## src/rtl/keyboard_board_game_ctrl_pkg.sv

```systemverilog
// Shared symbol codes, PS/2 scancodes and controller state encoding for the
// keyboard-driven NxN board game.
package keyboard_board_game_ctrl_pkg;

  localparam logic [1:0] SYM_EMPTY = 2'b00;
  localparam logic [1:0] SYM_X     = 2'b01;
  localparam logic [1:0] SYM_O     = 2'b10;

  localparam logic [7:0] KEY_W     = 8'h1D;
  localparam logic [7:0] KEY_A     = 8'h1C;
  localparam logic [7:0] KEY_S     = 8'h1B;
  localparam logic [7:0] KEY_D     = 8'h23;
  localparam logic [7:0] KEY_R     = 8'h2D;
  localparam logic [7:0] KEY_ENTER = 8'h5A;

  typedef enum logic [1:0] {
    ST_IDLE   = 2'd0,
    ST_DECODE = 2'd1,
    ST_EVAL   = 2'd2,
    ST_ACK    = 2'd3
  } state_e;

  function automatic logic [1:0] sym_for_turn(input logic turn);
    return turn ? SYM_O : SYM_X;
  endfunction

endpackage

```

## src/rtl/keyboard_board_game_ctrl_win_check.sv

```systemverilog
// Combinational line scan: reports a win when any row, column or diagonal
// holds N_DIM identical non-empty symbols.
module board_win_check
  import keyboard_board_game_ctrl_pkg::*;
#(
  parameter int N_DIM = 3
) (
  input  logic [0:2*N_DIM*N_DIM-1] sym_vec_i,
  output logic                     win_o,
  output logic [1:0]               winner_o
);

  localparam int VEC_W = 2*N_DIM*N_DIM;
  localparam int IDX_W = $clog2(VEC_W);

  // Returns the common symbol of a line, or EMPTY as soon as any cell differs.
  function automatic logic [1:0] line_sym(input logic [0:VEC_W-1] v,
                                          input int r0, input int c0,
                                          input int dr, input int dc);
    logic [1:0] s;
    s = v[IDX_W'(2*(c0 + N_DIM*r0)) +: 2];
    for (int i = 1; i < N_DIM; i++) begin
      if (v[IDX_W'(2*((c0 + i*dc) + N_DIM*(r0 + i*dr))) +: 2] != s) s = SYM_EMPTY;
    end
    return s;
  endfunction

  always_comb begin
    win_o    = 1'b0;
    winner_o = SYM_EMPTY;
    for (int i = 0; i < N_DIM; i++) begin
      if (!win_o && line_sym(sym_vec_i, i, 0, 0, 1) != SYM_EMPTY) begin
        win_o    = 1'b1;
        winner_o = line_sym(sym_vec_i, i, 0, 0, 1);
      end
      if (!win_o && line_sym(sym_vec_i, 0, i, 1, 0) != SYM_EMPTY) begin
        win_o    = 1'b1;
        winner_o = line_sym(sym_vec_i, 0, i, 1, 0);
      end
    end
    if (!win_o && line_sym(sym_vec_i, 0, 0, 1, 1) != SYM_EMPTY) begin
      win_o    = 1'b1;
      winner_o = line_sym(sym_vec_i, 0, 0, 1, 1);
    end
    if (!win_o && line_sym(sym_vec_i, 0, N_DIM-1, 1, -1) != SYM_EMPTY) begin
      win_o    = 1'b1;
      winner_o = line_sym(sym_vec_i, 0, N_DIM-1, 1, -1);
    end
  end

endmodule

```

## src/rtl/keyboard_board_game_ctrl.sv

```systemverilog
// Keyboard-driven NxN X/O board controller: synchronises the receiver strobe,
// decodes one scancode per handshake and tracks board, turn, win and draw.
module keyboard_board_game_ctrl
  import keyboard_board_game_ctrl_pkg::*;
#(
  parameter int N_DIM       = 3,
  parameter bit CURSOR_WRAP = 1'b1,
  parameter int POS_W       = 3,
  parameter int CNT_W       = 7
) (
  input  logic                     Clock,
  input  logic                     Reset,
  input  logic [7:0]               iData,
  input  logic                     iKeyboardFlag,
  output logic                     oKeyboardReset,
  output logic [POS_W-1:0]         oCurrentPosX,
  output logic [POS_W-1:0]         oCurrentPosY,
  output logic [0:2*N_DIM*N_DIM-1] oSymVector,
  output logic                     oTurn,
  output logic [CNT_W-1:0]         oMoveCount,
  output logic                     oWinFlag,
  output logic [1:0]               oWinner,
  output logic                     oDrawFlag
);

  localparam int                VEC_W    = 2*N_DIM*N_DIM;
  localparam int                IDX_W    = $clog2(VEC_W);
  localparam logic [POS_W-1:0]  POS_MAX  = POS_W'(N_DIM-1);
  localparam logic [CNT_W-1:0]  CNT_FULL = CNT_W'(N_DIM*N_DIM);

  logic [2:0]       sync_q;
  logic             fall_w;
  logic             pending_q;
  state_e           state_q;
  logic [7:0]       key_q;
  logic [0:VEC_W-1] sym_q;
  logic [POS_W-1:0] pos_x_q, pos_y_q, pos_x_d, pos_y_d;
  logic             turn_q, win_q, draw_q, ack_q;
  logic [CNT_W-1:0] cnt_q;
  logic [1:0]       winner_q;
  logic [IDX_W-1:0] cur_idx;
  logic [1:0]       cur_cell;
  logic             win_w;
  logic [1:0]       winner_w;

  function automatic logic [POS_W-1:0] step_pos(input logic [POS_W-1:0] p, input logic up);
    if (up) begin
      if (p == POS_MAX) return CURSOR_WRAP ? '0 : p;
      return p + POS_W'(1);
    end
    if (p == '0) return CURSOR_WRAP ? POS_MAX : p;
    return p - POS_W'(1);
  endfunction

  // sync_q[1] is the synchronised strobe, sync_q[2] its previous value.
  always_ff @(posedge Clock or posedge Reset) begin
    if (Reset) sync_q <= '0;
    else       sync_q <= {sync_q[1:0], iKeyboardFlag};
  end

  assign fall_w   = sync_q[2] & ~sync_q[1];
  assign cur_idx  = IDX_W'(2*(int'(pos_x_q) + N_DIM*int'(pos_y_q)));
  assign cur_cell = sym_q[cur_idx +: 2];

  always_comb begin
    pos_x_d = pos_x_q;
    pos_y_d = pos_y_q;
    case (key_q)
      KEY_D:   pos_x_d = step_pos(pos_x_q, 1'b1);
      KEY_A:   pos_x_d = step_pos(pos_x_q, 1'b0);
      KEY_S:   pos_y_d = step_pos(pos_y_q, 1'b1);
      KEY_W:   pos_y_d = step_pos(pos_y_q, 1'b0);
      default: ;
    endcase
  end

  board_win_check #(.N_DIM(N_DIM)) u_win_check (
    .sym_vec_i (sym_q),
    .win_o     (win_w),
    .winner_o  (winner_w)
  );

  always_ff @(posedge Clock or posedge Reset) begin
    if (Reset) begin
      state_q   <= ST_IDLE;
      pending_q <= 1'b0;
      key_q     <= '0;
      sym_q     <= '0;
      pos_x_q   <= '0;
      pos_y_q   <= '0;
      turn_q    <= 1'b0;
      cnt_q     <= '0;
      win_q     <= 1'b0;
      winner_q  <= SYM_EMPTY;
      draw_q    <= 1'b0;
      ack_q     <= 1'b0;
    end else begin
      ack_q <= 1'b0;
      if (fall_w) pending_q <= 1'b1;
      case (state_q)
        ST_IDLE: begin
          // An edge landing in the same cycle as the hand-off is dropped.
          if (pending_q) begin
            key_q     <= iData;
            pending_q <= 1'b0;
            state_q   <= ST_DECODE;
          end
        end
        ST_DECODE: begin
          pos_x_q <= pos_x_d;
          pos_y_q <= pos_y_d;
          if (key_q == KEY_ENTER && !win_q && !draw_q && cur_cell == SYM_EMPTY) begin
            sym_q[cur_idx +: 2] <= sym_for_turn(turn_q);
            turn_q              <= ~turn_q;
            cnt_q               <= cnt_q + CNT_W'(1);
          end else if (key_q == KEY_R) begin
            sym_q    <= '0;
            turn_q   <= 1'b0;
            cnt_q    <= '0;
            win_q    <= 1'b0;
            winner_q <= SYM_EMPTY;
            draw_q   <= 1'b0;
          end
          state_q <= ST_EVAL;
        end
        ST_EVAL: begin
          if (win_w && !win_q) begin
            win_q    <= 1'b1;
            winner_q <= winner_w;
          end
          if (cnt_q == CNT_FULL && !win_w) draw_q <= 1'b1;
          ack_q   <= 1'b1;
          state_q <= ST_ACK;
        end
        ST_ACK:  state_q <= ST_IDLE;
        default: state_q <= ST_IDLE;
      endcase
    end
  end

  assign oKeyboardReset = ack_q;
  assign oCurrentPosX   = pos_x_q;
  assign oCurrentPosY   = pos_y_q;
  assign oSymVector     = sym_q;
  assign oTurn          = turn_q;
  assign oMoveCount     = cnt_q;
  assign oWinFlag       = win_q;
  assign oWinner        = winner_q;
  assign oDrawFlag      = draw_q;

endmodule
```

## config.mk

```make
export PLATFORM = sky130hd
export DESIGN_NAME = keyboard_board_game_ctrl
export DESIGN_NICKNAME = d
export VERILOG_FILES = /design/src/rtl/keyboard_board_game_ctrl_pkg.sv /design/src/rtl/keyboard_board_game_ctrl_win_check.sv /design/src/rtl/keyboard_board_game_ctrl.sv
export SDC_FILE = /design/constraint.sdc
export NUM_CORES = 1
export LEC_CHECK = 0
export BUFFER_PORTS_ARGS = -buffer_cell sky130_fd_sc_hd__buf_2
export CAP_MARGIN = 20
export CORE_MARGIN = 2
export CORE_UTILIZATION = 45
export DETAILED_ROUTE_END_ITERATION = 12
export PLACE_DENSITY_LB_ADDON = 0.3
export REMOVE_ABC_BUFFERS = 1
export SYNTH_ARGS = -nofsm -noshare
export SYNTH_HDL_FRONTEND = slang
export SYNTH_SLANG_ARGS = --single-unit
```

## constraint.sdc

```tcl
create_clock -name Clock -period 3.45 [get_ports Clock]
set_clock_uncertainty 0.05 [all_clocks]
set_input_delay 0.8625 -clock Clock [delete_from_list [all_inputs] [get_ports Clock]]
set_output_delay 0.8625 -clock Clock [all_outputs]
set_load 0.03 [all_outputs]
```

; ---- Word level (Yosys, flattened, before mapping)
; Cells that the tools add are included.
[totals]
register_bits = 51
output_inout_bits = 37
[classes]
n_bitwise = 4
n_eq_ne = 41
n_shift = 3
mux = 101
multipliers = 1
reduce_logical = 44
addsub = 7
[op_table]
columns = operator, n
row1 = $mux W2, 45
row2 = $mux W3, 14
row3 = $mux W18, 2
row4 = $ne A2 B2 Y1, 18
row5 = $mux W1, 31
row6 = $eq A8 B5 Y1 const B, 3
row7 = $reduce_bool A2 Y1, 12
row8 = $shift A19 B7 Y18 const A, 1
row9 = $shiftx A18 B6 Y19, 1
row10 = $shiftx A19 B7 Y18, 1
row11 = $bwmux W18, 1
row12 = $eq A8 B6 Y1 const B, 2
row13 = $mux W7, 2
row14 = $logic_and A1 B1 Y1, 12
row15 = $ne A2 B2 Y1 const A, 6
row16 = $pmux W3 S2, 2
row17 = $logic_not A1 Y1, 10
row18 = $ne A2 B2 Y1 const B, 5
row19 = $eq A8 B7 Y1 const B, 1
row20 = $pmux W2 S4, 1
row21 = $reduce_and A2 Y1, 4
row22 = $reduce_and A4 Y1, 2
row23 = $add A7 B1 Y7 const B, 1
row24 = $eq A7 B4 Y1 const B, 1
row25 = 15 further kinds, 23

; ---- Logic depth before layout (Yosys ltp)
[depth]
depth_word = 32
depth_mapped = 10
ltp_nobuf = 10

; ---- By module
; Synthesis repeated with hierarchy kept, for this count alone.
[unflattened]
hier_cells = 386
area_unflattened_um2 = 3686.0
[modules_own_cells]
columns = mod, cells_per_inst, instances, seq_area_each_um2, area_each_um2
row1 = keyboard_board_game_ctrl, 305, 1, 1276.2, 3175.5
row2 = board_win_check, 81, 1, 0.0, 510.5

; ---- Least setup slack after synthesis
; OpenSTA, ideal clock, no wires.
[synth_path]
path_kind = register -> register
from = register pos_y_q[0] (netlist: oCurrentPosY[0])
to = register sym_q (netlist bit oSymVector[16])
arrival_ns = 3.042
stages_incl_launch_ff = 11
path_slack_ns = 0.284
path_cell_list = dfrtp_1 > fa_1 > ha_1 > inv_1 > fa_1 > xor3_2 > nand2_2 > a211o_1 > a21bo_2 > or3_4 > o21ai_2
[synth_between]
elab_chain_len = 8
[synth_lines]
columns = element, line
row1 = start: declaration, keyboard_board_game_ctrl.sv:37  ; logic [POS_W-1:0] pos_x_q, pos_y_q, pos_x_d, pos_y_d;
row2 = start signal: assignment, keyboard_board_game_ctrl.sv:111  ; pos_y_q <= pos_y_d;
row3 = $mul A2 B3 Y4 *, keyboard_board_game_ctrl.sv:62  ; assign cur_idx = IDX_W'(2*(int'(pos_x_q) + N_DIM*int'(pos_y_q)));
row4 = $add A3 B4 Y4 *, keyboard_board_game_ctrl.sv:62
row5 = $not A5 Y6 (implied by the code) *, "keyboard_board_game_ctrl.sv:63, keyboard_board_game_ctrl.sv:113"
row6 = branches (longest 5 deep; another with $neg A6 Y7), --
row7 = end signal: indexed assignment, keyboard_board_game_ctrl.sv:113  ; sym_q[cur_idx +: 2] <= sym_for_turn(turn_q);
row8 = end: declaration, keyboard_board_game_ctrl.sv:36  ; logic [0:VEC_W-1] sym_q;
; Mark *: on every way between the ends.
; A chain may end at the register's enable or synchronous reset.

; ---- Final worst setup path
[layout_path]
from = register pos_x_q[1] (netlist: oCurrentPosX[1])
to = register cnt_q[5] (netlist: oMoveCount[5])
[layout_between]
elab_chain_len = 7
[layout_lines]
columns = element, line
row1 = start: declaration, keyboard_board_game_ctrl.sv:37
row2 = start signal: assignment, keyboard_board_game_ctrl.sv:110  ; pos_x_q <= pos_x_d;
row3 = $add A3 B4 Y4 *, keyboard_board_game_ctrl.sv:62
row4 = $not A5 Y6 (implied by the code) *, keyboard_board_game_ctrl.sv:63  ; assign cur_cell = sym_q[cur_idx +: 2];
row5 = $shiftx A18 B6 Y19 *, keyboard_board_game_ctrl.sv:63
row6 = $logic_not A2 Y1 *, keyboard_board_game_ctrl.sv:112  ; if (key_q == KEY_ENTER && !win_q && !draw_q && cur_cell == SYM_EMPTY) begin
row7 = $logic_and A1 B1 Y1 *, keyboard_board_game_ctrl.sv:112
row8 = $reduce_bool A2 Y1 (no line), --
row9 = $reduce_and A2 Y1 (no line), --
row10 = end signal: assignment, keyboard_board_game_ctrl.sv:115  ; cnt_q <= cnt_q + CNT_W'(1);
row11 = end: declaration, keyboard_board_game_ctrl.sv:39  ; logic [CNT_W-1:0] cnt_q;
; Every way passes the cells marked *; elsewhere a longest branch is shown, timed or not.

==> results.cfg <==
[route]
ant_nets = 0
route.detailed.drc = 0
wl_per_cell_um = 15.2
drt_iter0_markers = 178
wirelength_um = 7540
num_vias = 2776
drt_pass1_iterations = 4
via_per_inst = 5.61

[clock_tree]
cts_buffers = 5
hold_buffers = 0
clkLatencyLatePin_ns = 0.31
cts-resized-gates = 0
htree_levels = 2
cts_sinks = 51
cts_tree = done
clk_pin_slew_ns = 0.10
cts_buffer_depth = 2
post-cts-setup-buffers = 0
root_buffer = clkbuf_8

[die]
initial_core_util_pct = 45.9
core.rowCount = 31
die_h_um = 89.6
io_pins = 48
core_area_mm2 = 0.00718
dieArea_mm2 = 0.00802
die_x_um = 89.6

[timing]
tightest_slew_ns = 0.624
fmax_mhz = 308
slew_violations = 0
period_minus_slack_ns = 3.25
setup_viol = 0
timing.setup.tns_ns = 0
hold_viol = 0
post-route-period-util_pct = 94.3
rsz0062_at_grt = false
slew_headroom_pct = 58.0
timing.final.ws_setup_ns = 0.198

[outcome]
status = finished clean

[synthesis]
synthXorXnorAreaFrac_pct = 2.09
synth_ff_type = dfrtp_1
ys_ff_latch = 51
syn_avg_cell_area_um2 = 9.28
synthTopCellsByArea = dfrtp_1 (39%), ha_1 (6.8%), mux2_2 (4.4%), o21ai_0 (4.4%), nand2_1 (4.1%)
synth-seq-area-share_pct = 38.7
synth_compound_area_share_pct = 17.3
yosys.cell_types.count = 58
syn-cell-area_mm2 = 0.00330
yosysTopAreaCell = dfrtp_1
yosysWarnings = 0
synth_top_family_by_area = simple AND/OR/NAND/NOR gates
synth.top_cells.by_count = dfrtp_1 (51), nand2_1 (36), o21ai_0 (29)
synth.most_common_cell = dfrtp_1
postSynthCellCount = 355
synth_fa_ha_area_share_pct = 8.66
synth_edf_count = 0
yosysTopAreaCellShare_pct = 38.7
synthMuxAreaShare_pct = 7.18
synthSimpleGateAreaFrac_pct = 22.0
async_flop_share_pct = 100

[power_and_ir_drop]
peakVddDrop_uv = 322
p_comb_share_pct = 34.3
seqPwrFrac_pct = 40.9
intPower_mw = 1.26
p_switching_mw = 0.706
p_per_area_mw_per_mm2 = 525
total_leakage_power_nw = 1.79
netSwitchingFraction_pct = 35.9
clockPowerShare_pct = 24.8

[final_layout]
area_growth_pct = 13.6
diodes = 0
nNetsFinal = 427
drive_gt1_share_pct = 21.0

[placement]
portBuffers = 47
dp_hpwl_um = 5510
gp_congestion = 0.935
detailedPlace.worstSlack_ns = 0.218

[grt]
grt_max_degree = 52
grt_pass1_wl_um = 12200
gr-total-overflow = 0
grt_usage_pct = 19.7
grt_antenna_before_repair = 0
grt_pass1_vias = 2563

[setup_path]
crit_required_ns = 3.61
critPathArrivalTime_ns = 3.41
end_kind = register
critPathMaxFanout = 8
start_kind = register
path_class = register to register

[job]
cap_violations = 0

[hold_path]
hold_class = register to register
[kinds of logic (layout without fill, tap and decap cells)]
group,after synthesis,in the layout
adder cells (fa/ha/maj),21,21
AO/OA/AOI/OAI,85,85
buffers and inverters,33,74
AND/OR/NAND/NOR,137,137
XOR/XNOR,6,6
multiplexers,22,22
flip-flops,51,51
[worst max-delay path, cell delays in order (launching register included)]
cell and delay [ns]:
dfrtp_1 0.46, fa_1 0.56, ha_1 0.14, inv_1 0.04, fa_1 0.40, xor3_2 0.39, nand2_2 0.09, a211o_1 0.27
a21boi_2 0.32, o21ai_2 0.17, a22o_1 0.27
[through the flow]
stage          hold WS [ns]  power (mW)  cells  utilization (%)  cell area (um^2)
2_1_floorplan         0.281        1.31    339                -              3230
3_3_place_gp          0.284        1.46    486             50.1              3590
3_5_place_dp          0.298        1.49    486             50.1              3590
4_1_cts               0.319        1.98    494             51.9              3720
5_1_grt               0.321        2.11    495             52.2              3740
6_report              0.312        1.97    495             52.2              3740
[cell type report]
cell class / instances / area (um^2)
Inverter: 17 / 63.8
Multi-Input combinational cell: 271 / 1890
Clock inverter: 2 / 60.1
Timing Repair Buffer: 49 / 263
Tap cell: 99 / 124
Sequential cell: 51 / 1280
Clock buffer: 6 / 72.6
Fill cell: 690 / 3430
[placed cells by master (no fill, tap or decap), types with 2 or more instances in the layout]
cell type  count
fa_1           3
o22ai_1        2
o21ai_2        3
xor2_1         3
a31o_2         2
bufinv_16      2
and3_1         9
xnor2_1        2
nor4_1         2
nor4bb_1       2
ha_1          18
o21ai_0       29
nand2_1       36
a211o_1        3
mux2_2        13
a21oi_1       14
nor2b_1        4
a211oi_1       2
nand2b_1      12
nand3_1       11
or4_1          2
or3_1          4
inv_1         16
o31ai_1        4
nor3_1        22
nor4b_1        2
dfrtp_1       51
buf_2         47
a22o_1         7
nand4_1        2
o211ai_1       2
o2bb2ai_1      6
nor2_1        16
mux2i_1        9
and2_1         3
clkbuf_8       5
[worst paths after layout]
| kind | startpoint | to | slack (ns) | depth (start not counted) |
|---|---|---|---|---|
| max in group asynchronous | Reset | oMoveCount[0] | 2.47 | 3 |
| min in group asynchronous | Reset | key_q[5] | 0.40 | 2 |
| min reg2reg | sync_q[0] | sync_q[1] | 0.31 | 0 |
| max reg2reg | oCurrentPosX[1] | oMoveCount[5] | 0.20 | 10 |
| min | sync_q[0] | sync_q[1] | 0.31 | 0 |
| max | oCurrentPosX[1] | oMoveCount[5] | 0.20 | 10 |
[power by group through the flow]
| stage | Sequential, mW | Combinational [mW] | Clock [mW] |
|---|---|---|---|
| 2_1_floorplan | 0.842 | 0.468 | 0 |
| 3_3_place_gp | 0.810 | 0.654 | 0 |
| 3_5_place_dp | 0.818 | 0.668 | 0 |
| 4_1_cts | 0.806 | 0.673 | 0.498 |
| 5_1_grt | 0.821 | 0.757 | 0.528 |
| 6_report | 0.805 | 0.674 | 0.488 |
[metal layers]
metal / vias up / GRT usage [%] / share of wire, %
met5: - / 0 / 0
met4: 0 / 5.70 / 1.7
met3: 14 / 3.29 / 4.4
met2: 69 / 33.2 / 49
met1: 1335 / 26.1 / 45
li1: 1358 / - / -
[registers in the layout, summed over array words and instances (netlist names)]
register        cells
oTurn               1
oMoveCount          7
oCurrentPosY        3
oWinFlag            1
oSymVector         18
oKeyboardReset      1
pending_q           1
key_q               8
oCurrentPosX        3
state_q             2
oWinner             2
sync_q              3
oDrawFlag           1
(Power assumes the default switching activity.)
